`config.mk`:
```
export PLATFORM = sky130hd
export DESIGN_NAME = mem_ctrl
export DESIGN_NICKNAME = d
export VERILOG_FILES = /design/src/rtl/mem_ctrl.sv
export SDC_FILE = /design/constraint.sdc
export NUM_CORES = 1
export LEC_CHECK = 0
export CORE_ASPECT_RATIO = 1.5
export CORE_UTILIZATION = 45
export CTS_BUF_LIST = sky130_fd_sc_hd__clkbuf_16
export DETAILED_ROUTE_END_ITERATION = 10
export GPL_ROUTABILITY_DRIVEN = 0
export HOLD_SLACK_MARGIN = 0.02
export PLACE_DENSITY = 0.76
export SYNTH_ARGS = -nofsm -noshare
export SYNTH_HDL_FRONTEND = slang
export SYNTH_SLANG_ARGS = --single-unit
```
`constraint.sdc`:
```
create_clock -name clk_in -period 2.1 [get_ports clk_in]
set_input_delay 0.42 -clock clk_in [delete_from_list [all_inputs] [get_ports clk_in]]
set_output_delay 0.42 -clock clk_in [all_outputs]
set_load 0.03 [all_outputs]
```
`src/rtl/mem_ctrl.sv`:
```
// Byte-serial memory controller arbitrating LSB loads/stores and instruction fetches onto an 8-bit RAM port.
// Optional IO write back-pressure is compiled in with `define MEM_IO_STALL_EN.
module mem_ctrl (
    input  logic        clk_in,
    input  logic        rst_in,
    input  logic        rdy_in,
    input  logic        _clear,
    input  logic        _lsb_mem_ready,
    input  logic        _r_nw_in,
    input  logic [1:0]  _work_type,
    input  logic [31:0] _addr,
    input  logic [31:0] _data_in,
    output logic        _mem_busy,
    output logic        _mem_lsb_ready,
    output logic [31:0] _data_out,
    input  logic        _if_mem_ready,
    input  logic [31:0] _if_addr,
    output logic        _mem_if_ready,
    output logic [31:0] _mem_if_inst,
    input  logic [7:0]  mem_din,
    output logic [7:0]  mem_dout,
    output logic [31:0] mem_a,
    output logic        mem_wr,
    input  logic        io_buffer_full
);

    typedef enum logic [1:0] {IDLE, LS_READ, LS_WRITE, IF_READ} state_t;

    state_t      state_reg, state_next;
    logic [31:0] addr_reg, addr_next;
    logic [31:0] data_reg, data_next;
    logic [2:0]  n_reg, n_next;
    logic [2:0]  cyc_reg, cyc_next;
    logic [31:0] shift_reg, shift_next;
    logic [31:0] data_out_reg, data_out_next;
    logic [31:0] inst_reg, inst_next;
    logic        lsb_done_reg, lsb_done_next;
    logic        if_done_reg, if_done_next;
    logic [31:0] mem_a_reg, mem_a_next;
    logic [7:0]  mem_dout_reg, mem_dout_next;
    logic        mem_wr_reg, mem_wr_next;
    logic        io_stall;
    logic [7:0]  store_byte [4];

    genvar gi;
    generate
        for (gi = 0; gi < 4; gi++) begin : g_store_byte
            assign store_byte[gi] = data_reg[8*gi +: 8];
        end
    endgenerate

`ifdef MEM_IO_STALL_EN
    // Writes into the IO window (addr[17:16]==11) wait while the IO buffer is full.
    assign io_stall = io_buffer_full && mem_wr_reg && (mem_a_reg[17:16] == 2'b11);
`else
    logic unused_io_full;
    assign unused_io_full = io_buffer_full;
    assign io_stall       = 1'b0;
`endif

    assign _mem_busy      = (state_reg != IDLE);
    assign _mem_lsb_ready = lsb_done_reg & rdy_in;
    assign _mem_if_ready  = if_done_reg & rdy_in;
    assign _data_out      = data_out_reg;
    assign _mem_if_inst   = inst_reg;
    assign mem_a          = mem_a_reg;
    assign mem_dout       = mem_dout_reg;
    assign mem_wr         = mem_wr_reg & rdy_in & ~io_stall;

    always_ff @(posedge clk_in) begin
        if (rst_in) begin
            state_reg    <= IDLE;
            addr_reg     <= '0;
            data_reg     <= '0;
            n_reg        <= '0;
            cyc_reg      <= '0;
            shift_reg    <= '0;
            data_out_reg <= '0;
            inst_reg     <= '0;
            lsb_done_reg <= 1'b0;
            if_done_reg  <= 1'b0;
            mem_a_reg    <= '0;
            mem_dout_reg <= '0;
            mem_wr_reg   <= 1'b0;
        end else begin
            state_reg    <= state_next;
            addr_reg     <= addr_next;
            data_reg     <= data_next;
            n_reg        <= n_next;
            cyc_reg      <= cyc_next;
            shift_reg    <= shift_next;
            data_out_reg <= data_out_next;
            inst_reg     <= inst_next;
            lsb_done_reg <= lsb_done_next;
            if_done_reg  <= if_done_next;
            mem_a_reg    <= mem_a_next;
            mem_dout_reg <= mem_dout_next;
            mem_wr_reg   <= mem_wr_next;
        end
    end

    always_comb begin
        state_next    = state_reg;
        addr_next     = addr_reg;
        data_next     = data_reg;
        n_next        = n_reg;
        cyc_next      = cyc_reg;
        shift_next    = shift_reg;
        data_out_next = data_out_reg;
        inst_next     = inst_reg;
        lsb_done_next = lsb_done_reg;
        if_done_next  = if_done_reg;
        mem_a_next    = mem_a_reg;
        mem_dout_next = mem_dout_reg;
        mem_wr_next   = mem_wr_reg;

        // With rdy_in low everything holds, including a pending done pulse.
        if (rdy_in) begin
            lsb_done_next = 1'b0;
            if_done_next  = 1'b0;
            case (state_reg)
                IDLE: begin
                    if (!_clear) begin
                        if (_lsb_mem_ready) begin
                            addr_next  = _addr;
                            data_next  = _data_in;
                            n_next     = (_work_type == 2'b00) ? 3'd1 :
                                         (_work_type == 2'b01) ? 3'd2 : 3'd4;
                            cyc_next   = 3'd1;
                            shift_next = '0;
                            mem_a_next = _addr;
                            if (_r_nw_in) begin
                                state_next    = LS_WRITE;
                                mem_wr_next   = 1'b1;
                                mem_dout_next = _data_in[7:0];
                            end else begin
                                state_next = LS_READ;
                            end
                        end else if (_if_mem_ready) begin
                            addr_next  = _if_addr;
                            n_next     = 3'd4;
                            cyc_next   = 3'd1;
                            shift_next = '0;
                            mem_a_next = _if_addr;
                            state_next = IF_READ;
                        end
                    end
                end
                LS_READ, IF_READ: begin
                    if (_clear) begin
                        state_next = IDLE;
                    end else begin
                        // cyc_reg counts cycles since acceptance; bytes arrive one cycle after their address.
                        if (cyc_reg < n_reg)
                            mem_a_next = addr_reg + {29'd0, cyc_reg};
                        if (cyc_reg >= 3'd2)
                            shift_next = {mem_din, shift_reg[31:8]};
                        cyc_next = cyc_reg + 3'd1;
                        if (cyc_reg == n_reg + 3'd1) begin
                            state_next = IDLE;
                            if (state_reg == LS_READ) begin
                                data_out_next = shift_next;
                                lsb_done_next = 1'b1;
                            end else begin
                                inst_next    = shift_next;
                                if_done_next = 1'b1;
                            end
                        end
                    end
                end
                LS_WRITE: begin
                    if (!io_stall) begin
                        if (cyc_reg < n_reg) begin
                            mem_a_next    = addr_reg + {29'd0, cyc_reg};
                            mem_dout_next = store_byte[cyc_reg[1:0]];
                            cyc_next      = cyc_reg + 3'd1;
                        end else begin
                            mem_wr_next   = 1'b0;
                            state_next    = IDLE;
                            lsb_done_next = 1'b1;
                        end
                    end
                end
                default: state_next = IDLE;
            endcase
        end
    end

endmodule
```
==> summary.txt, run 1 <==
Synthesis
  – Yosys reg bits: 211
  – Synth top area share: 44.8%
  – Ys Warns: 0
  – Mean post-synth cell area: 8.89 sq um
  – Syn Inst Count: 1,059
  – Most common flop cell mapped by yosys: dfxtp_1
  – Async SR Flop Fraction: 0%
  – Register area share after synthesis: 44.8%
  – Syn_nets: 1,183
  – Cell area after synthesis: 9420 sq um
  – EDFF count, synth: 0
  – Yosys top cell by area: dfxtp_1
  – Count of distinct cell types in the synthesized netlist: 62
  – Area contributors post-synth: dfxtp_1 45%, mux2i_1 7.7%, a211oi_1 7.5%

Placement
  – DP HPWL: 18,600 microns
  – Setup WS pre-CTS: -0.252 ns
  – Dpl cell area: 12,400 sq um
  – Number of I/O port buffers: 220
  – DP Cell Count: 1,543

CTS
  – Clock buffer count from CTS: 20
  – Root Buffer: clkbuf_16
  – CTS H-tree depth: 1
  – Clock Tree Buf Depth: 3
  – Clock Pin Slew Worst Setup and Hold Paths: 0.07 ns
  – Post-CTS Hold Buffers: 0
  – # clock sinks: 211
  – CTS tree: built
  – Clk Latency, worst-skew pair: 0.50 ns

Global route
  – Initial antenna violation count: 0
  – Grt ovf: 0
  – Largest net degree at the start of global routing: 111
  – GRT Resource Usage Total: 24.7%
  – Number of global-route vias before repair: 8,676
  – First-pass GRT wire length: 42,800 microns

Timing
  – Rel. slew slack: 67.5%
  – Fmax: 0.469 GHz
  – Final WS setup: -0.0314 ns
  – Tmin final: 2.13 ns
  – Unrepaired setup endpoints after global routing: true
  – Final setup fails: 6
  – Final period util: 101%
  – Worst-Margin Slew: 0.487 ns
  – Slew Viols, Final: 0
  – Final hold viol count: 0
  – Final Skew: 0.0121 ns

Power and ir drop
  – Cell area power density: 668 nW/um^2
  – Tot Pwr: 9.12 mW
  – P_leak: 5.08 nW
  – Max VDD drop: 0.525 mV

Setup path
  – Data arrival, critical path: 2.53 ns
  – Critical path's most frequent cell: buf_6
  – Register-to-Register Path Depth: 9
  – Type of origin of the critical path: register
  – Setup CP Type: reg2reg
  – Top fanout value on the critical path: 7
  – Worst endpoint required time: 2.50 ns
  – Crit. Startpoint: n_reg[0]
  – CP cell instances: ha_4 -> xor3_2 -> nor3_4 -> nor3b_4 -> buf_6 -> buf_6 -> buf_16 -> nor2_1 -> a211oi_1
  – Crit. End Element: register
  – Beginning of the worst register-to-register path: n_reg[0]
  – Worst stage delay on the critical path: 0.46 ns
  – CP Capture Point: _data_out[15]
  – R2R Path End: _data_out[15]
  – Slowest CP cell: xor3_2
  – FF-to-FF setup slack: -0.03 ns

Layout
  – Post-layout net count: 1,446
  – Area of the multi-input gates: 5060 sq um
  – Layout Cells excl Fill: 1,597
  – Most common cell after layout, fill and taps aside: clkdlybuf4s50_1
  – Antenna Cells: 0
  – Filler Cells Inserted: 1,634
  – Most frequent cells in the layout: 214 x clkdlybuf4s50_1, 203 x dfxtp_1, 142 x nor2_1
  – Design Area, Final: 13,700 sq um
  – Reg area: 4240 sq um
  – Layout cells sized above 1: 15.8%
  – Area delta synth->final: 44.9%

Run status
  – Failing checks: setup timing
  – Status: complete, but fails checks

Worst hold path
  – Hold WC Path Type: in2reg
  – Hold Crit Depth: 2

Detailed routing
  – Vias per cell: 5.59
  – Antenna Nets Post-Route: 0
  – DR pass1 iterations: 5
  – Drt initial violations: 597
  – # DRC: 0
  – Routed len/inst: 17.3 microns
  – Final WL: 27,600 microns
  – DR vias: 8,925

Flow run
  – Max Cap Violations: 0

Die
  – CORE AREA: 20,400 sq um
  – Die Ht: 179 microns
  – Initial Utilization: 46.1%
  – Row count: 64
  – Die Area: 21,500 sq um
  – Die width: 120 microns
  – IO Pins: 222
area by class of cell:
type,instances,area share (%)
Multi-Input combinational cell,749,37.0
Sequential cell,211,31.1
Timing Repair Buffer,326,24.5
Clock buffer,21,3.85
Tap cell,264,2.42
Clock inverter,12,0.733
Inverter,14,0.385
cell usage after synthesis, types with 3 or more instances:
master	number
buf_2	30
or4_1	6
o211ai_1	13
nor3_1	10
nand3_1	18
nor4_1	8
mux4_2	8
a32o_1	3
and2_1	4
nor3_2	4
o31ai_1	4
xnor2_1	4
nor2b_1	3
buf_4	7
mux2i_1	72
o21ai_0	10
and3_1	4
a31oi_1	5
a22oi_1	34
nor2_1	147
nand2_1	128
a211oi_1	94
ha_1	9
and4_1	5
clkbuf_1	47
xor2_1	13
dfxtp_1	211
inv_1	13
nand4_1	9
o22ai_1	3
a21boi_0	3
or3_1	4
a311oi_1	9
o311ai_0	8
a21oi_1	74
worst min path at each step:
stage,start,to,slack [ns]
6_report,rst_in,addr_reg[30],0.17
4_1_cts,rst_in,addr_reg[30],0.16
2_1_floorplan,data_reg[16],data_reg[16],0.43
3_5_place_dp,data_reg[29],data_reg[29],0.44
5_1_grt,rst_in,addr_reg[30],0.16
3_3_place_gp,mem_a[30],mem_a[30],0.44
where the power goes:
part	switching, mW	internal, mW	total, mW	leakage, nW
Sequential	0.113	4.13	4.25	1.71
Combinational	0.684	0.643	1.33	3.04
Clock	1.51	2.04	3.54	0.319
Total	2.30	6.81	9.12	5.08
critical path, delay by kind of cell, from the launching register on:
family / cells / cell delay, ns
flip-flops: 1 / 0.35
buffers and inverters: 3 / 0.36
AO/OA/AOI/OAI: 1 / 0.22
AND/OR/NAND/NOR: 3 / 0.51
adder cells (fa/ha/maj): 1 / 0.13
XOR/XNOR: 1 / 0.46
per-stage QoR:
step	utilization (%)	hold slack (ns)	TNS [ns]
final	66.9	0.172	-0.0971
after global routing	66.9	0.158	-2.75
after CTS	65.3	0.160	-0.0106
after detailed placement	60.8	0.445	-18.26
after global placement	60.8	0.439	-10.73
after floorplan	-	0.433	-0.00729
cell families (layout without fill, tap and decap cells):
family | after synthesis | in the layout | share of synthesized area (%)
muxes | 81 | 81 | 9.68
DFF | 211 | 211 | 44.8
AOI/OAI and AO/OA | 280 | 280 | 20.6
and+or+nand+nor | 360 | 360 | 17.0
adders and majority gates | 10 | 10 | 1.41
buffers and inverters | 99 | 373 | 4.64
xor gates and xnor gates | 18 | 18 | 1.83
routing by layer:
layer	global-route usage [%]	routed length, microns	vias up
met3	3.34	1230	71
met4	12.3	1220	0
met1	27.1	10400	4208
li1	-	-	4379
met2	46.1	14800	267
met5	0	0	-
what timing repair did:
item | 4_1_cts | 5_1_grt
setup endpoints to repair | 96 | 98
gates cloned | 4 | 4
resized for setup | 27 | 53
endpoints found under the hold margin | 0 | 0
pin swaps | 17 | 34
setup buffers | 13 | 1
(Power assumes the default switching activity.)
==> run 2: changes to the inputs <==
--- a/config.mk
+++ b/config.mk
@@ -10,8 +10,8 @@
 export CTS_BUF_LIST = sky130_fd_sc_hd__clkbuf_16
 export DETAILED_ROUTE_END_ITERATION = 10
 export GPL_ROUTABILITY_DRIVEN = 0
-export HOLD_SLACK_MARGIN = 0.02
 export PLACE_DENSITY = 0.76
 export SYNTH_ARGS = -nofsm -noshare
 export SYNTH_HDL_FRONTEND = slang
 export SYNTH_SLANG_ARGS = --single-unit
+export TNS_END_PERCENT = 1
==> summary.txt, run 2 (same netlist as run 1, synthesis figures left out) <==
Run status
  – Status: complete, but fails checks
  – Failing checks: setup timing

Setup path
  – Beginning of the worst register-to-register path: n_reg[1]
  – Crit. Startpoint: n_reg[1]
  – FF-to-FF setup slack: -0.06 ns
  – Register-to-Register Path Depth: 8
  – Worst endpoint required time: 2.50 ns
  – Top fanout value on the critical path: 7
  – Crit. End Element: register
  – Setup CP Type: reg2reg
  – R2R Path End: _data_out[2]
  – Type of origin of the critical path: register
  – Data arrival, critical path: 2.56 ns

Die
  – Die Ht: 179 microns
  – CORE AREA: 20,400 sq um
  – IO Pins: 222
  – Die width: 120 microns
  – Row count: 64
  – Die Area: 21,500 sq um
  – Initial Utilization: 46.1%

CTS
  – # clock sinks: 211
  – Clock Pin Slew Worst Setup and Hold Paths: 0.06 ns
  – Clock buffer count from CTS: 20
  – Clk Latency, worst-skew pair: 0.50 ns
  – CTS tree: built
  – Post-CTS Hold Buffers: 0
  – Clock Tree Buf Depth: 3
  – CTS H-tree depth: 1
  – Root Buffer: clkbuf_16

Detailed routing
  – DR pass1 iterations: 5
  – Routed len/inst: 17.4 microns
  – Vias per cell: 5.61
  – Antenna Nets Post-Route: 0
  – DR vias: 8,929
  – Final WL: 27,600 microns
  – Drt initial violations: 532
  – # DRC: 0

Layout
  – Area delta synth->final: 43.6%
  – Post-layout net count: 1,440
  – Most common cell after layout, fill and taps aside: clkdlybuf4s50_1
  – Area of the multi-input gates: 5000 sq um
  – Most frequent cells in the layout: 214 x clkdlybuf4s50_1, 204 x dfxtp_1, 146 x nor2_1
  – Filler Cells Inserted: 1,663
  – Layout cells sized above 1: 14.7%
  – Reg area: 4240 sq um

Power and ir drop
  – Cell area power density: 671 nW/um^2
  – Max VDD drop: 0.521 mV
  – Tot Pwr: 9.07 mW
  – P_leak: 5.03 nW

Placement
  – Number of I/O port buffers: 220
  – Setup WS pre-CTS: -0.252 ns
  – DP HPWL: 18,600 microns

Worst hold path
  – Hold Path End: mem_a[27]
  – Hold path startpoint: rst_in
  – Hold Crit Depth: 2
  – Hold WC Path Type: in2reg

Timing
  – Tmin final: 2.16 ns
  – Final WS setup: -0.0625 ns
  – Unrepaired setup endpoints after global routing: true
  – Final Skew: 0.00797 ns
  – Final hold viol count: 0
  – Final TNS setup: -0.366 ns
  – Final setup fails: 21
  – Fmax: 0.462 GHz
  – Final period util: 103%
  – Slew Viols, Final: 0
  – Worst-Margin Slew: 0.508 ns
  – Rel. slew slack: 66.1%

Global route
  – Largest net degree at the start of global routing: 111
  – Initial antenna violation count: 0
  – First-pass GRT wire length: 41,700 microns
  – Grt ovf: 0
  – GRT Resource Usage Total: 24.0%
  – Number of global-route vias before repair: 8,547

Flow run
  – Max Cap Violations: 0
-- run 2: cell count changes in the layout (fill, tap and decap cells not counted), sizes merged --
cell    change
buf         -7
diode       +1
clkbuf      +1
-- run 2: power by group --
part | leakage (nW) | switching, mW | internal (mW)
Clock | 0.319 | 1.49 | 2.04
Combinational | 3.00 | 0.672 | 0.625
Sequential | 1.71 | 0.111 | 4.13
Total | 5.03 | 2.28 | 6.79
-- run 2: routing by layer --
metal	vias to the layer above	GRT usage, %	routed length [microns]
met3	88	3.21	1210
met4	0	12.8	1490
li1	4354	-	-
met2	293	44.1	14700
met5	-	0	0
met1	4194	26.4	10300
-- run 2: worst max path at each step --
stage	end	slack, ns	cells past startpoint
2_1_floorplan	mem_a[28]	-0.007	8
3_3_place_gp	mem_a[19]	-0.16	7
3_5_place_dp	_data_out[24]	-0.25	7
4_1_cts	mem_a[27]	-0.03	7
5_1_grt	_data_out[31]	-0.19	8
6_report	_data_out[2]	-0.06	8
-- run 2: repair_timing --
item	CTS	global route
gates cloned	1	7
setup endpoints to repair	96	98
buffers inserted	1	6
pin swaps	2	35
gates resized for setup	14	48
-- run 2: worst max-delay path, stage by stage, from the launching register on --
cell and delay, ns:
dfxtp_4 0.37, ha_4 0.12, xor3_1 0.43, nor3_2 0.27
nor3b_4 0.26, buf_6 0.17, clkbuf_16 0.16, nor2_1 0.06
a211oi_2 0.24
-- run 2: cell type report --
| class | instances | area share (%) |
|---|---|---|
| diodes | 1 | 0.0185 |
| clock inverters | 12 | 0.740 |
| flip-flops and latches | 211 | 31.4 |
| inverters | 14 | 0.389 |
| well taps | 264 | 2.44 |
| repair buffers | 320 | 24.2 |
| clock buffers | 21 | 3.89 |
| multi-input cells | 749 | 37.0 |
-- run 2: stage by stage --
step                util [%]  instance area, sq um  hold slack (ns)  instances
floorplan                  -                  9440            0.433       1059
global placement        60.8                 12400            0.439       1543
detailed placement      60.8                 12400            0.445       1543
CTS                     64.3                 13100            0.160       1578
global route            66.2                 13500            0.165       1591
finish                  66.2                 13500            0.175       1592
